`src/rtl/coin_input_conditioner.sv`:
```
// coin_input_conditioner
//   Conditions the raw active-low coin button and amount switches for the
//   vending machine FSM. Both are passed through 2-FF synchronizers. The button
//   is then debounced, and each debounced press becomes one coin event on a
//   valid/ready interface.
//
// Ports
//   clk_i          sole clock
//   rst_ni         synchronous active-low reset
//   coin_ni        raw coin button, active-low, asynchronous
//   amount_ni      raw amount switches, active-low, asynchronous
//   coin_ready_i   downstream accepts the pending event
//   coin_valid_o   coin event pending
//   coin_amount_o  active-high amount of the pending event, stable while valid
//   dropped_o      sticky: an accept was lost because an event was still pending
module coin_input_conditioner #(
    parameter int unsigned DEBOUNCE_CYCLES = 250000,
    parameter int unsigned AMOUNT_W        = 8
) (
    input  logic                clk_i,
    input  logic                rst_ni,
    input  logic                coin_ni,
    input  logic [AMOUNT_W-1:0] amount_ni,
    input  logic                coin_ready_i,
    output logic                coin_valid_o,
    output logic [AMOUNT_W-1:0] coin_amount_o,
    output logic                dropped_o
);

    localparam int unsigned CntW = $clog2(DEBOUNCE_CYCLES + 1);
    // The count is compared one short of the target so the flip happens on the
    // edge where the counter would otherwise reach DEBOUNCE_CYCLES.
    localparam logic [CntW-1:0] CntLast = CntW'(DEBOUNCE_CYCLES - 1);

    localparam logic [1:0] StReleased    = 2'd0;
    localparam logic [1:0] StPressWait   = 2'd1;
    localparam logic [1:0] StPressed     = 2'd2;
    localparam logic [1:0] StReleaseWait = 2'd3;

    // Synchronizers; reset to 1 so they read as released / zero amount.
    logic                coin_sync1_q, coin_sync2_q;
    logic [AMOUNT_W-1:0] amt_sync1_q, amt_sync2_q;

    always_ff @(posedge clk_i) begin
        if (!rst_ni) begin
            coin_sync1_q <= 1'b1;
            coin_sync2_q <= 1'b1;
            amt_sync1_q  <= '1;
            amt_sync2_q  <= '1;
        end else begin
            coin_sync1_q <= coin_ni;
            coin_sync2_q <= coin_sync1_q;
            amt_sync1_q  <= amount_ni;
            amt_sync2_q  <= amt_sync1_q;
        end
    end

    logic                press_s;
    logic [AMOUNT_W-1:0] amt_s;

    assign press_s = ~coin_sync2_q;
    assign amt_s   = ~amt_sync2_q;

    // Debounce FSM. The debounced level is implied by the state:
    // StReleased/StPressWait = released, StPressed/StReleaseWait = pressed.
    logic [1:0]      state_q, state_d;
    logic [CntW-1:0] cnt_q, cnt_d;
    logic            accept;

    always_comb begin
        state_d = state_q;
        cnt_d   = cnt_q;
        accept  = 1'b0;
        case (state_q)
            StReleased, StPressWait: begin
                if (press_s) begin
                    if (cnt_q == CntLast) begin
                        state_d = StPressed;
                        cnt_d   = '0;
                        accept  = 1'b1;
                    end else begin
                        state_d = StPressWait;
                        cnt_d   = cnt_q + 1'b1;
                    end
                end else begin
                    state_d = StReleased;
                    cnt_d   = '0;
                end
            end
            StPressed, StReleaseWait: begin
                if (!press_s) begin
                    if (cnt_q == CntLast) begin
                        state_d = StReleased;
                        cnt_d   = '0;
                    end else begin
                        state_d = StReleaseWait;
                        cnt_d   = cnt_q + 1'b1;
                    end
                end else begin
                    state_d = StPressed;
                    cnt_d   = '0;
                end
            end
            default: begin
                state_d = StReleased;
                cnt_d   = '0;
            end
        endcase
    end

    always_ff @(posedge clk_i) begin
        if (!rst_ni) begin
            state_q <= StReleased;
            cnt_q   <= '0;
        end else begin
            state_q <= state_d;
            cnt_q   <= cnt_d;
        end
    end

    // Output register. A zero-amount accept is discarded entirely.
    logic                accept_nz;
    logic                valid_q;
    logic [AMOUNT_W-1:0] amount_q;
    logic                dropped_q;

    assign accept_nz = accept && (amt_s != '0);

    always_ff @(posedge clk_i) begin
        if (!rst_ni) begin
            valid_q   <= 1'b0;
            amount_q  <= '0;
            dropped_q <= 1'b0;
        end else if (accept_nz && (!valid_q || coin_ready_i)) begin
            // Also covers a handshake completing on the accept edge.
            valid_q  <= 1'b1;
            amount_q <= amt_s;
        end else if (accept_nz) begin
            dropped_q <= 1'b1;
        end else if (valid_q && coin_ready_i) begin
            valid_q <= 1'b0;
        end
    end

    assign coin_valid_o  = valid_q;
    assign coin_amount_o = amount_q;
    assign dropped_o     = dropped_q;

endmodule

```
`config.mk`:
```
export PLATFORM = sky130hd
export DESIGN_NAME = coin_input_conditioner
export DESIGN_NICKNAME = d
export VERILOG_FILES = /design/src/rtl/coin_input_conditioner.sv
export SDC_FILE = /design/constraint.sdc
export NUM_CORES = 1
export LEC_CHECK = 0
export CORE_MARGIN = 5
export CORE_UTILIZATION = 50
export CTS_BUF_LIST = sky130_fd_sc_hd__clkbuf_4 sky130_fd_sc_hd__clkbuf_8
export DETAILED_ROUTE_END_ITERATION = 8
export PLACE_DENSITY_LB_ADDON = 0.2
export SLEW_MARGIN = 20
export SYNTH_ARGS = -nofsm -noshare
export SYNTH_HDL_FRONTEND = slang
export SYNTH_SLANG_ARGS = --single-unit
```
`constraint.sdc`:
```
create_clock -name clk_i -period 3.2 [get_ports clk_i]
set_clock_uncertainty 0.2 [all_clocks]
set_input_delay 0.32 -clock clk_i [delete_from_list [all_inputs] [get_ports clk_i]]
set_output_delay 0.32 -clock clk_i [all_outputs]
set_load 0.01 [all_outputs]
```
* Word level (Yosys, flattened, before mapping)
Cells that the tools add are included.
** Word-level totals
- Register bits :: 48
- Latch bits :: 0
- Bits in writable memories :: 0
- ROM bits :: 0
- Output and inout bits :: 10
- Memories kept :: 0
** Cells by class
- Add/subtract/negate cells :: 1
- $mul :: 0
- Divide/modulo/power cells :: 0
- $lt $le $gt $ge :: 0
- Eq/ne operators :: 5
- Shifts and indexed selects :: 0
- Multiplexer cells :: 15
- Bitwise logic cells :: 2
- Reduce and logical (&&, ||, !) cells :: 12
** Operators with widths (number)
- 18-bit 2-to-1 mux :: 3
- 18-bit one-hot mux with 2 select lines :: 1
- 18-bit by 1-bit adder with 18-bit output, second input constant :: 1
- 18-bit == test, second input constant :: 1
- 2-bit 2-to-1 mux :: 4
- 8-bit NOT :: 1
- 8-bit nonzero test :: 1
- 1-bit 2-to-1 mux :: 6
- 2-bit == test, second input constant :: 2
- 2-bit one-hot mux with 2 select lines :: 1
- 2-bit AND reduction :: 2
- 2-bit OR reduction :: 2
- 1-bit logical AND :: 3
- 2-bit by 1-bit == test with 1-bit output, second input constant :: 1
- 2-bit zero test :: 1
- 2-bit by 1-bit inequality test with 1-bit output, second input constant :: 1
- 2-bit nonzero test :: 1
- 1-bit zero test :: 1
- 1-bit logical OR :: 1
- 1-bit NOT :: 1

* Depth between registers and ports, before layout
- Depth after elaboration :: 8
- Depth in mapped cells :: 6
- Depth with buffers taken out :: 5

* Least setup slack after synthesis
OpenSTA, ideal clock, no wires.
- Path kind :: reg-to-reg
- From :: register cnt_q[0]
- To :: register amount_q[0] (netlist: coin_amount_o[0])
- Arrival :: 1.494 ns
- Required time :: 2.876 ns
- Setup slack :: 1.382 ns
- Stages on the path, launching flop included :: 7
- Buffers on the path :: 1
- Clock period less this slack :: 1.818 ns
- Path through :: dfxtp_1 > ha_1 > and3_1 > nand3_1 > clkbuf_1 > o41ai_1 > nor2_1
** Between the ends
- Word-level cells in the longest chain between the ends :: 6
** RTL lines
- start: declaration :: RTL line 67 : logic [CntW-1:0] cnt_q, cnt_d;
- start signal: assignment :: RTL line 117 : cnt_q <= cnt_d;
- 18-bit == test :: RTL line 77 : if (cnt_q == CntLast) begin
- 1-bit 2-to-1 mux :: RTL line 77
- 1-bit 2-to-1 mux :: RTL line 76 : if (press_s) begin
- 1-bit 2-to-1 mux :: RTL line 74 : case (state_q)
- 1-bit logical AND :: RTL line 127 : assign accept_nz = accept && (amt_s != '0);
- 1-bit logical AND :: RTL line 134 : end else if (accept_nz && (!valid_q || coin_ready_i)) begin
- end signal: assignment :: RTL line 137 : amount_q <= amt_s;
- end: declaration :: RTL line 124 : logic [AMOUNT_W-1:0] amount_q;
Every way passes these cells.
A chain may end at the register's enable or synchronous reset.

* Worst setup path after layout
- From :: register cnt_q[0]
- To :: register cnt_q[2]
** Between the ends
- Word-level cells in the longest chain between the ends :: 4
- Elaborated cells between the ends (all ways) :: 6
** RTL lines (RTL line)
- 18-bit by 1-bit adder with 18-bit output / 18-bit == test (equally long branches)
- 18-bit 2-to-1 mux * :: 77, 92
- 18-bit 2-to-1 mux (on tied branches) :: 91, 76
- 18-bit one-hot mux with 2 select lines * :: 74
Mark *: on every way between the ends. The rest lies on a longest branch, timed or not.

==> flow_summary.yaml <==
route:
  first_pass_iters: 5
  drcViolationCount: 0
  via_per_inst: 5.35
  ant_nets: 0
  wl_per_cell_um: 12.4
  drt_iter0_markers: 76
  drt_wl_total_um: 3280
  vias: 1417
timing:
  setup_violations: 0
  relSlewSlack_pct: 53.4
  post-route-period-util_pct: 74.3
  tns_ns: 0
  rsz0062_at_grt: "false"
  fmax_mhz: 420
  slew_viol_final: 0
  tightest_slew_ns: 0.698
  hold_viol_final: 0
  layout_min_cycle_time_ns: 2.38
placed_design:
  port_buffers: 21
  dp_hpwl_um: 2400
  gp_congestion: 0.862
  placed_area_um2: 2070
power:
  power_density_nw_per_um2: 516
  power.internal_mw: 0.929
  p_clk_share_pct: 43.9
  peakVddDrop_v: 0.000344
  sequentialPowerShare_pct: 52.6
  p_switching_mw: 0.209
  power_frac_comb_pct: 3.5
  cellLeakagePower_nw: 0.770
  p_sw_share_pct: 18.4
clock_tree:
  h-tree-depth: 2
  numCtsBuffers: 5
  path_clk_slew_ns: 0.09
  clk_latency_ns: 0.29
  cts_resized: 0
  cts_num_sinks: 47
  ctsHoldBuffers: 0
  post_cts_buffers: 0
  cts_root_buf: "clkbuf_8"
  cts_tree: "done"
  cts_max_path_buffers: 2
final_layout:
  nets: 229
  final_cell_mix: "47 x dfxtp_1, 27 x nor2_1, 21 x clkdlybuf4s50_1, 19 x nand2b_1"
  area_delta_synth_final_pct: 20.8
  drive_gt1_share_pct: 6.91
  fill_cells: 323
  final_common_cell: "dfxtp_1"
  num_antenna_cells: 0
  fin_area_um2: 2200
synthesis:
  syn_avg_cell_area_um2: 9.31
  synth_nets: 209
  yosys_register_bits: 47
  seq_area_frac_synth_pct: 51.5
  synth_cell_type_count: 35
  netlist_area_um2: 1830
  synth_ff_type: "dfxtp_1"
  yosysWarnings: 0
  synth-edff-count: 0
  async_reset_ff_share_pct: 0
  postSynthCellCount: 196
worst_setup_path:
  crit_family: "simple AND/OR/NAND/NOR gates"
  cp_max_fo: 18
  crit_arrival_ns: 2.33
  worst_setup_path_start_kind: "flip-flop"
  cp_slowest_cell: "o21ai_2"
  rrSetupSlack_ns: 0.82
  required_ns: 3.15
  setup.worst_path.start: "cnt_q[0]$_SDFF_PN0_"
  r2r-end: "cnt_q[2]$_SDFF_PN0_"
  crit_buf_inv: 0
  worstPathCellList: "ha_1, and3_1, nand3_1, o21ai_2, nor2_1"
  end_kind: "flip-flop"
  max_stage_delay_ns: 0.69
  cp_num_cells: 5
  rr_worst_depth: 5
  path_class: "reg -> reg"
  endpoint: "cnt_q[2]$_SDFF_PN0_"
  r2r-start: "cnt_q[0]$_SDFF_PN0_"
die:
  fp.dieW_um: 70.4
  io_pins: 22
  rows: 22
  initial_core_util_pct: 50.6
  core-area_um2: 3610
  die_h_um: 70.4
  die-area_um2: 4960
grt:
  grt_pass1_vias: 1335
  overflow: 0
  grt_start_max_net_pins: 30
  track_usage_pct: 14.3
  antenna_found_initial: 0
  grt_pass1_wl_um: 5650
min_path:
  hold_path_class: "reg -> reg"
flow_run:
  maxCapViolations: 0
run_status:
  status: "finished, final reports clean"
==> power groups by stage <==
| stage | combinational [mW] | clock [mW] | sequential [mW] |
|---|---|---|---|
| 2_1_floorplan | 0.0229 | 0 | 0.612 |
| 3_3_place_gp | 0.0394 | 0 | 0.613 |
| 3_5_place_dp | 0.0401 | 0 | 0.613 |
| 4_1_cts | 0.0403 | 0.510 | 0.599 |
| 5_1_grt | 0.0440 | 0.534 | 0.601 |
| 6_report | 0.0398 | 0.499 | 0.599 |
==> synth_stat cells, drive strengths merged, types with 3 or more instances <==
cell type   n  area share, %
nand2      12            2.5
nor4        5            1.7
nor3        4            1.1
o21ai       3            1.0
nand3       8            2.5
nand2b     19            6.5
nor2       27            5.6
clkbuf      8            1.6
nand4       6            2.7
inv         5            1.0
dfxtp      47             52
o41ai       8            3.8
xnor2      12            5.8
a31oi       8            2.7
==> state kept, by name, summed over array words and instances, names as in the netlist <==
signal         count
cnt_q             18
coin_amount_o      8
state_q            1
coin_sync1_q       1
amt_sync2_q        8
amt_sync1_q        8
dropped_o          1
coin_valid_o       1
coin_sync2_q       1
==> layout make-up <==
| type | count | area, µm² | area share [%] |
|---|---|---|---|
| Sequential cell | 47 | 941 | 42.7 |
| Multi-Input combinational cell | 135 | 831 | 37.7 |
| Inverter | 5 | 18.8 | 0.851 |
| Tap cell | 48 | 60.1 | 2.72 |
| Clock buffer | 5 | 68.8 | 3.12 |
| Timing Repair Buffer | 22 | 218 | 9.88 |
| Clock inverter | 3 | 67.6 | 3.06 |
==> metrics by stage <==
step	setup WS (ns)	cells	total power [mW]	util, %	hold WS [ns]
2_1_floorplan	1.38	196	0.635	-	0.186
3_3_place_gp	0.904	257	0.652	57.4	0.193
3_5_place_dp	0.809	257	0.653	57.4	0.193
4_1_cts	0.778	265	1.15	61.1	0.213
5_1_grt	0.627	265	1.18	61.1	0.221
6_report	0.821	265	1.14	61.1	0.205
==> kinds of logic (layout without fill, tap and decap cells) <==
logic type	Yosys count	count (layout)	share of synthesized area (%)
buffers and inverters	14	35	2.95
AND/OR/NAND/NOR	92	92	26.9
flip-flops	47	47	51.5
adder cells (fa/ha/maj)	1	1	0.685
XOR/XNOR	14	14	6.72
AO/OA/AOI/OAI	28	28	11.2
==> layer usage <==
metal | part of all wire (%) | up-vias | GRT usage [%]
met5 | 0 | - | 0
li1 | - | 725 | -
met3 | 6.0 | 4 | 5.18
met1 | 44 | 645 | 15.7
met2 | 49 | 43 | 25.4
met4 | 1.2 | 0 | 4.47
==> how the worst min path moves through the flow <==
stage / start / to / slack [ns] / cells after the start
after floorplan: amt_sync1_q[0]$_SDFF_PN1_ / amt_sync2_q[0]$_SDFF_PN1_ / 0.19 / 1
after global placement: amt_sync1_q[1]$_SDFF_PN1_ / amt_sync2_q[1]$_SDFF_PN1_ / 0.19 / 1
after detailed placement: amt_sync1_q[1]$_SDFF_PN1_ / amt_sync2_q[1]$_SDFF_PN1_ / 0.19 / 1
after CTS: amt_sync1_q[1]$_SDFF_PN1_ / amt_sync2_q[1]$_SDFF_PN1_ / 0.21 / 1
after global routing: amt_sync1_q[1]$_SDFF_PN1_ / amt_sync2_q[1]$_SDFF_PN1_ / 0.22 / 1
final: amt_sync1_q[4]$_SDFF_PN1_ / amt_sync2_q[4]$_SDFF_PN1_ / 0.21 / 1
No activity file was read; power rests on OpenSTA's default activity.
